`src/rtl/rf_arb_pkg.sv`:
```
// Shared definitions for the register-file access arbiter: FSM state
// encoding and requester index constants.
package rf_arb_pkg;

  typedef enum logic [1:0] {
    IDLE    = 2'd0,
    ISSUE   = 2'd1,
    RD_WAIT = 2'd2,
    DONE    = 2'd3
  } state_e;

  localparam logic REQ_CTRL = 1'b0;
  localparam logic REQ_CFG  = 1'b1;

endpackage

```
`src/rtl/rf_arb_timer.sv`:
```
// Clearable up-counter used to bound read waits; tc_o flags TIMEOUT-1.
module rf_arb_timer #(
  parameter int unsigned TIMEOUT  = 15,
  parameter int unsigned TO_WIDTH = 4
) (
  input  logic clk,
  input  logic rst_n,
  input  logic clr_i,
  input  logic en_i,
  output logic tc_o
);

  logic [TO_WIDTH-1:0] cnt_q, cnt_d;

  always_comb begin
    cnt_d = cnt_q;
    if (clr_i) begin
      cnt_d = '0;
    end else if (en_i) begin
      cnt_d = cnt_q + TO_WIDTH'(1);
    end
  end

  always_ff @(posedge clk or negedge rst_n) begin
    if (!rst_n) begin
      cnt_q <= '0;
    end else begin
      cnt_q <= cnt_d;
    end
  end

  assign tc_o = (cnt_q == TO_WIDTH'(TIMEOUT - 1));

endmodule

```
`src/rtl/rf_access_arbiter.sv`:
```
// Round-robin arbiter sharing one register-file port between the controller
// command path (port 0) and the configuration/debug master (port 1).
module rf_access_arbiter
  import rf_arb_pkg::*;
#(
  parameter int unsigned DATA_WIDTH = 8,
  parameter int unsigned ADDR_WIDTH = 4,
  parameter int unsigned TIMEOUT    = 15,
  parameter int unsigned TO_WIDTH   = 4
) (
  input  logic                  clk,
  input  logic                  rst_n,
  input  logic                  req0,
  input  logic                  req1,
  input  logic                  we0,
  input  logic                  we1,
  input  logic [ADDR_WIDTH-1:0] addr0,
  input  logic [ADDR_WIDTH-1:0] addr1,
  input  logic [DATA_WIDTH-1:0] wdata0,
  input  logic [DATA_WIDTH-1:0] wdata1,
  output logic                  ack0,
  output logic                  ack1,
  output logic                  err0,
  output logic                  err1,
  output logic [DATA_WIDTH-1:0] rdata0,
  output logic [DATA_WIDTH-1:0] rdata1,
  output logic [ADDR_WIDTH-1:0] rf_addr,
  output logic                  rf_wr_en,
  output logic                  rf_rd_en,
  output logic [DATA_WIDTH-1:0] rf_wr_data,
  input  logic [DATA_WIDTH-1:0] rf_rd_data,
  input  logic                  rf_rd_data_valid,
  output logic                  busy
);

  state_e                state_q;
  logic                  idx_q, we_q, ptr_q, err_q;
  logic [ADDR_WIDTH-1:0] addr_q;
  logic [DATA_WIDTH-1:0] wdata_q, rdata0_q, rdata1_q;
  logic                  grant_valid, grant_idx;
  logic                  tmr_clr, tmr_en, tmr_tc;

  always_comb begin
    grant_valid = req0 | req1;
    grant_idx   = REQ_CTRL;
    if (req0 && req1) begin
      grant_idx = ptr_q;
    end else if (req1) begin
      grant_idx = REQ_CFG;
    end
  end

  assign tmr_clr = (state_q == ISSUE);
  assign tmr_en  = (state_q == RD_WAIT) && !rf_rd_data_valid && !tmr_tc;

  rf_arb_timer #(
    .TIMEOUT (TIMEOUT),
    .TO_WIDTH(TO_WIDTH)
  ) u_timer (
    .clk  (clk),
    .rst_n(rst_n),
    .clr_i(tmr_clr),
    .en_i (tmr_en),
    .tc_o (tmr_tc)
  );

  // Read results land in the served port's register on entry to DONE so that
  // rdata is already valid in the ack cycle.
  always_ff @(posedge clk or negedge rst_n) begin
    if (!rst_n) begin
      state_q  <= IDLE;
      idx_q    <= REQ_CTRL;
      we_q     <= 1'b0;
      ptr_q    <= REQ_CTRL;
      err_q    <= 1'b0;
      addr_q   <= '0;
      wdata_q  <= '0;
      rdata0_q <= '0;
      rdata1_q <= '0;
    end else begin
      unique case (state_q)
        IDLE: begin
          if (grant_valid) begin
            idx_q   <= grant_idx;
            we_q    <= (grant_idx == REQ_CFG) ? we1 : we0;
            addr_q  <= (grant_idx == REQ_CFG) ? addr1 : addr0;
            wdata_q <= (grant_idx == REQ_CFG) ? wdata1 : wdata0;
            err_q   <= 1'b0;
            state_q <= ISSUE;
          end
        end
        ISSUE: begin
          if (we_q) begin
            state_q <= DONE;
          end else if (rf_rd_data_valid) begin
            if (idx_q == REQ_CFG) rdata1_q <= rf_rd_data;
            else                  rdata0_q <= rf_rd_data;
            err_q   <= 1'b0;
            state_q <= DONE;
          end else begin
            state_q <= RD_WAIT;
          end
        end
        RD_WAIT: begin
          if (rf_rd_data_valid) begin
            if (idx_q == REQ_CFG) rdata1_q <= rf_rd_data;
            else                  rdata0_q <= rf_rd_data;
            err_q   <= 1'b0;
            state_q <= DONE;
          end else if (tmr_tc) begin
            if (idx_q == REQ_CFG) rdata1_q <= '0;
            else                  rdata0_q <= '0;
            err_q   <= 1'b1;
            state_q <= DONE;
          end
        end
        DONE: begin
          ptr_q   <= ~idx_q;
          state_q <= IDLE;
        end
      endcase
    end
  end

  assign busy       = (state_q != IDLE);
  assign rf_wr_en   = (state_q == ISSUE) && we_q;
  assign rf_rd_en   = ((state_q == ISSUE) && !we_q) || (state_q == RD_WAIT);
  assign rf_addr    = (rf_wr_en || rf_rd_en) ? addr_q : '0;
  assign rf_wr_data = rf_wr_en ? wdata_q : '0;
  assign ack0       = (state_q == DONE) && (idx_q == REQ_CTRL);
  assign ack1       = (state_q == DONE) && (idx_q == REQ_CFG);
  assign err0       = ack0 && err_q;
  assign err1       = ack1 && err_q;
  assign rdata0     = rdata0_q;
  assign rdata1     = rdata1_q;

endmodule

```
`config.mk`:
```
export PLATFORM = sky130hd
export DESIGN_NAME = rf_access_arbiter
export DESIGN_NICKNAME = d
export VERILOG_FILES = /design/src/rtl/rf_arb_pkg.sv /design/src/rtl/rf_arb_timer.sv /design/src/rtl/rf_access_arbiter.sv
export SDC_FILE = /design/constraint.sdc
export NUM_CORES = 1
export LEC_CHECK = 0
export ABC_AREA = 0
export CAP_MARGIN = 10
export CORE_ASPECT_RATIO = 1.1
export CORE_MARGIN = 5
export CORE_UTILIZATION = 30
export CTS_CLUSTER_DIAMETER = 150
export CTS_CLUSTER_SIZE = 20
export DETAILED_ROUTE_END_ITERATION = 16
export PLACE_DENSITY = 0.69
export SLEW_MARGIN = 40
export SYNTH_ARGS = -nofsm -noshare
export SYNTH_HDL_FRONTEND = slang
export SYNTH_SLANG_ARGS = --single-unit
```
`constraint.sdc`:
```
create_clock -name clk -period 4.9 [get_ports clk]
set_clock_uncertainty 0.05 [all_clocks]
set_input_delay 0.735 -clock clk [delete_from_list [all_inputs] [get_ports clk]]
set_output_delay 0.735 -clock clk [all_outputs]
set_load 0.02 [all_outputs]
```
; After elaboration in Yosys (flattened, before gate mapping)
; Cells that the tools add are included.
[word_totals]
wordCells = 82
in_bits = 39
output_inout_bits = 35
regBits = 38
[classes]
n_eq_ne = 10
muxes = 35
addsub = 1
bitwise_logic = 2
n_reduce_logical = 24
[ops]
columns = op, n
row1 = 8-bit two-way mux, 14
row2 = 8-bit one-hot mux with 2 select lines, 2
row3 = 4-bit two-way mux, 4
row4 = 5-bit AND reduction, 3
row5 = 1-bit two-way mux, 10
row6 = 1-bit logical AND, 9
row7 = "3-bit != test, second input constant", 3
row8 = 2-bit one-hot mux with 4 select lines, 1
row9 = 2-bit two-way mux, 3
row10 = "2-bit != test, second input constant", 3
row11 = 2-bit nonzero test, 3
row12 = "4-bit by 1-bit adder with 4-bit output, second input constant", 1
row13 = "2-bit == test, second input constant", 2
row14 = "4-bit == test, second input constant", 1
row15 = 2-bit AND reduction, 2
row16 = 1-bit zero test, 3
row17 = 1-bit one-hot mux with 3 select lines, 1
row18 = 3-bit nonzero test, 1
row19 = "2-bit by 1-bit == test with 1-bit output, second input constant", 1
row20 = 2-bit zero test, 1
row21 = 1-bit logical OR, 2
row22 = 1-bit inverter, 1
row23 = 1-bit bitwise OR, 1

; Logic depth before layout (Yosys ltp)
[logic_depth]
word_depth = 5
ltp_mapped = 7
mapped_depth_nobuf = 5

; Modules after synthesis
; A second synthesis with hierarchy kept.
[unflattened]
cells_unflattened = 173
hier_area_um2 = 1924.3
[modules_own_cells]
columns = module, seq_area_each_um2, cells_each, n_inst, area_each_um2
row1 = rf_access_arbiter, 850.8, 153, 1, 1704.1
row2 = rf_arb_timer, 100.1, 20, 1, 220.2

; Worst setup path after synthesis
; Ideal clock, no wire load.
[synth_timing]
path_kind = reg2out
from = register state_q[1]
to = output port rf_wr_data[7]
stages_incl_launch_ff = 6
t_required_ns = 4.115
path_slack_ns = 2.769
path_buffers = 2
t_arrival_ns = 1.346
path_cell_list = dfrtp_1 inv_1 ha_1 buf_2 clkbuf_1 and3_1
[synth_between]
elab_chain_len = 3
[synth_rtl]
columns = item, line_no
row1 = from (decl), rf_access_arbiter.sv:36  ; state_e state_q;
row2 = from (signal assigned), rf_access_arbiter.sv:71  ; state_q <= IDLE;
row3 = from (signal assigned), rf_access_arbiter.sv:89  ; state_q <= ISSUE;
row4 = from (signal assigned), rf_access_arbiter.sv:94  ; state_q <= DONE;
row5 = 2-bit by 1-bit == test with 1-bit output, rf_access_arbiter.sv:126  ; assign rf_wr_en = (state_q == ISSUE) && we_q;
row6 = 1-bit logical AND, rf_access_arbiter.sv:126
row7 = 8-bit two-way mux, rf_access_arbiter.sv:129  ; assign rf_wr_data = rf_wr_en ? wdata_q : '0;
row8 = to (decl), rf_access_arbiter.sv:30  ; output logic [DATA_WIDTH-1:0] rf_wr_data,
; Every way passes these cells.

; Worst setup path in the final report
[layout_timing]
from = register state_q[1]
to = output port rf_addr[3]
[layout_between]
elab_chain_len = 5
word_cells_on_any_way = 7
classes_between = 2 x eq/ne / 1 x mux / 4 x reduce/logical
[layout_rtl]
columns = item, line_no
row1 = 2-bit by 1-bit == test with 1-bit output, "rf_access_arbiter.sv:126, rf_access_arbiter.sv:127"
row2 = 1-bit logical AND, rf_access_arbiter.sv:127  ; assign rf_rd_en = ((state_q == ISSUE) && !we_q) || (state_q == RD_WAIT);
row3 = 1-bit logical OR, rf_access_arbiter.sv:127
row4 = 1-bit logical OR *, rf_access_arbiter.sv:128  ; assign rf_addr = (rf_wr_en || rf_rd_en) ? addr_q : '0;
row5 = 4-bit two-way mux *, rf_access_arbiter.sv:128
row6 = to (decl), rf_access_arbiter.sv:27  ; output logic [ADDR_WIDTH-1:0] rf_addr,
; Mark *: on every way between the ends. The rest lies on a longest branch, timed or not.

==> impl_metrics.yaml <==
floorplan:
  core_area_mm2: 0.006516
  die_height_um: 95.33
  die_area_mm2: 0.008348
  die_w_um: 87.57
  start_util: 0.3047
  rows: 31
  ios: 74
power:
  leakage_nw: 1.207
  p_per_area_mw_per_mm2: 618.3
  vdd_drop_max_mv: 0.2683
  finalPower_mw: 1.790
placed_design:
  place_ws_ns: 1.971
  io_buffers: 73
  hpwl_mm: 3.918
  place_inst: 334
  gp_congestion: 0.7227
yosys:
  synth_fp_nets: 236
  synthCells: 190
  yosysTopAreaCell: "dfrtp_1"
  synth-seq-cells: 38
  ys_types: 39
  avgSynthCellArea_um2: 10.45
  ys_seq_area_frac: 0.4789
  synthTopCellsByArea: "dfrtp_1, a22o_1, nand3b_1"
  yosysTopAreaCellShare: 0.4789
  syn_area_mm2: 0.001986
  synth-warning-count: 0
routing:
  drc: 0
  wire_per_inst_um: 15.29
  vias_per_cell: 5.140
  vias: 1758
  dr.pass1.iters: 4
  drt-total-wl_mm: 5.228
  antenna_left: 0
  drtIter0Drc: 37
sta:
  tightest_slew_ns: 0.7558
  drv_slew: 0
  relSlewSlack: 0.4951
  layout_setup_ws_ns: 1.674
  rsz0062_at_grt: "no"
  fmax_mhz: 310.0
  period_share: 0.6583
  final.min_clock_period_ns: 3.226
  setup_viol: 0
  timing.final.hold_violations: 0
  setup_tns_ns: 0
grt:
  antenna_found_initial: 0
  grt_max_degree: 28
  grt_overflow: 0
  grtUsageTotal: 0.1330
  grt_pass1_vias: 1822
  grt_pass1_wl_mm: 8.783
status:
  status: "completed"
critical_path:
  required_ns: 4.12
  rr_worst_depth: 5
  worstPathMaxFanout: 22
  startpoint_type: "flip-flop"
  crit_type: "reg -> out"
  endpoint_kind: "output pin"
  worstPathArrival_ns: 2.44
cts:
  clk_latency_ns: 0.28
  path_clk_slew_ns: 0.08
  cts_setup_buffers: 0
  cts_resized: 0
  cts_tree: "built"
  cts_max_level: 2
  cts_root_buf: "clkbuf_8"
  postCtsHoldBufs: 0
  cts_buffers: 5
  cts_sinks: 38
  cts_buffer_depth: 2
layout:
  fill_cells: 661
  area_growth_pct: 45.81
  drive_gt1_frac: 0.05769
  instances_no_fill: 342
  n_antenna_cell: 0
  final_nets: 305
min_path:
  min_path_type: "in -> async"
run:
  drv_cap: 0
==> synthesized netlist by cell type (all sizes together) <==
master,number
inv,8
dfrtp,38
a221o,1
ha,7
or3,1
nor2,14
o32ai,1
nor3b,1
a21oi,3
a2111oi,1
a311oi,1
nor2b,7
and2,3
nand2b,3
nand4b,1
o21a,1
o21bai,1
o2111a,1
a2bb2oi,1
a211oi,3
clkbuf,7
a31oi,13
o41ai,1
and3,10
a22o,17
nor3,1
mux2,2
nand3b,15
a21o,1
buf,5
o21ai,16
a41o,1
nand3,3
o311ai,1
==> logic make-up after synthesis <==
| logic type | Yosys count | synth area share |
|---|---|---|
| AND/OR/NAND/NOR | 59 | 0.1771 |
| AO/OA/AOI/OAI | 64 | 0.2426 |
| flip-flops | 38 | 0.4789 |
| buffers and inverters | 20 | 0.04599 |
| adder cells (fa/ha/maj) | 7 | 0.04411 |
| multiplexers | 2 | 0.01134 |
==> area by class of cell <==
cell class,count,area (µm²),share of cell area
clock buffers,7,76.32,0.02636
well taps,82,102.6,0.03544
flip-flops and latches,38,950.9,0.3284
clock inverters,1,30.03,0.01037
repair buffers,74,753.2,0.2602
multi-input cells,132,952.2,0.3289
inverters,8,30.03,0.01037
==> power by group <==
group          total (mW)  internal [mW]  leakage [nW]  switching, mW
combinational       0.968          0.475         0.697          0.493
clock               0.256          0.152        0.0524          0.104
sequential          0.566          0.458         0.457          0.108
==> metrics by stage <==
step                      area [µm²]  utilization  hold WS (ns)
after global placement          2753       0.4224        0.4310
final                           2895       0.4443        0.3649
after detailed placement        2783       0.4270        0.4318
after CTS                       2889       0.4434        0.3741
after floorplan                 1986            -        0.3894
after global routing            2895       0.4443        0.3972
==> final timing paths <==
check	from	slack, ns	to
setup / recovery	state_q[1]	1.67	rf_addr[3]
hold / removal	rst_n	0.36	rdata0[6]
setup reg to reg	state_q[1]	2.63	rdata0[1]
hold reg to reg	rdata0[5]	0.45	rdata0[5]
max in group asynchronous	rst_n	3.98	state_q[0]
min in group clk	rdata0[5]	0.45	rdata0[5]
==> registers in the layout, indices dropped and copies added (netlist names) <==
register       count
u_timer.cnt_q      4
err_q              1
state_q            2
rdata1             8
we_q               1
wdata_q            8
rdata0             8
ptr_q              1
addr_q             4
idx_q              1
==> critical path, cell delays in order (launching register included) <==
cell and delay [ns]:
dfrtp_1 0.44, inv_1 0.11, ha_1 0.58, nor2_1 0.21, nor2b_1 0.20, clkdlybuf4s50_1 0.63
==> layout by cell type, fill, tap and decap left out, types with 2 or more instances in the layout <==
| cell | n |
|---|---|
| mux2_2 | 2 |
| nand3_1 | 3 |
| a211oi_1 | 2 |
| o21ai_0 | 16 |
| nand2b_1 | 3 |
| and3_1 | 10 |
| dfrtp_1 | 38 |
| nor2b_1 | 6 |
| inv_1 | 8 |
| clkbuf_1 | 2 |
| a31oi_1 | 13 |
| clkbuf_8 | 5 |
| a21oi_1 | 2 |
| clkdlybuf4s50_1 | 72 |
| a22o_1 | 17 |
| nor2_1 | 14 |
| ha_1 | 7 |
| and2_1 | 3 |
| nand3b_1 | 15 |
==> metal layers <==
layer  part of all wire  GRT usage
met2               0.50     0.2255
met3              0.056    0.02939
met1               0.43     0.1642
met4              0.015    0.04987
met5                  0          0
Note: power is estimated with default switching activity, not from simulation.
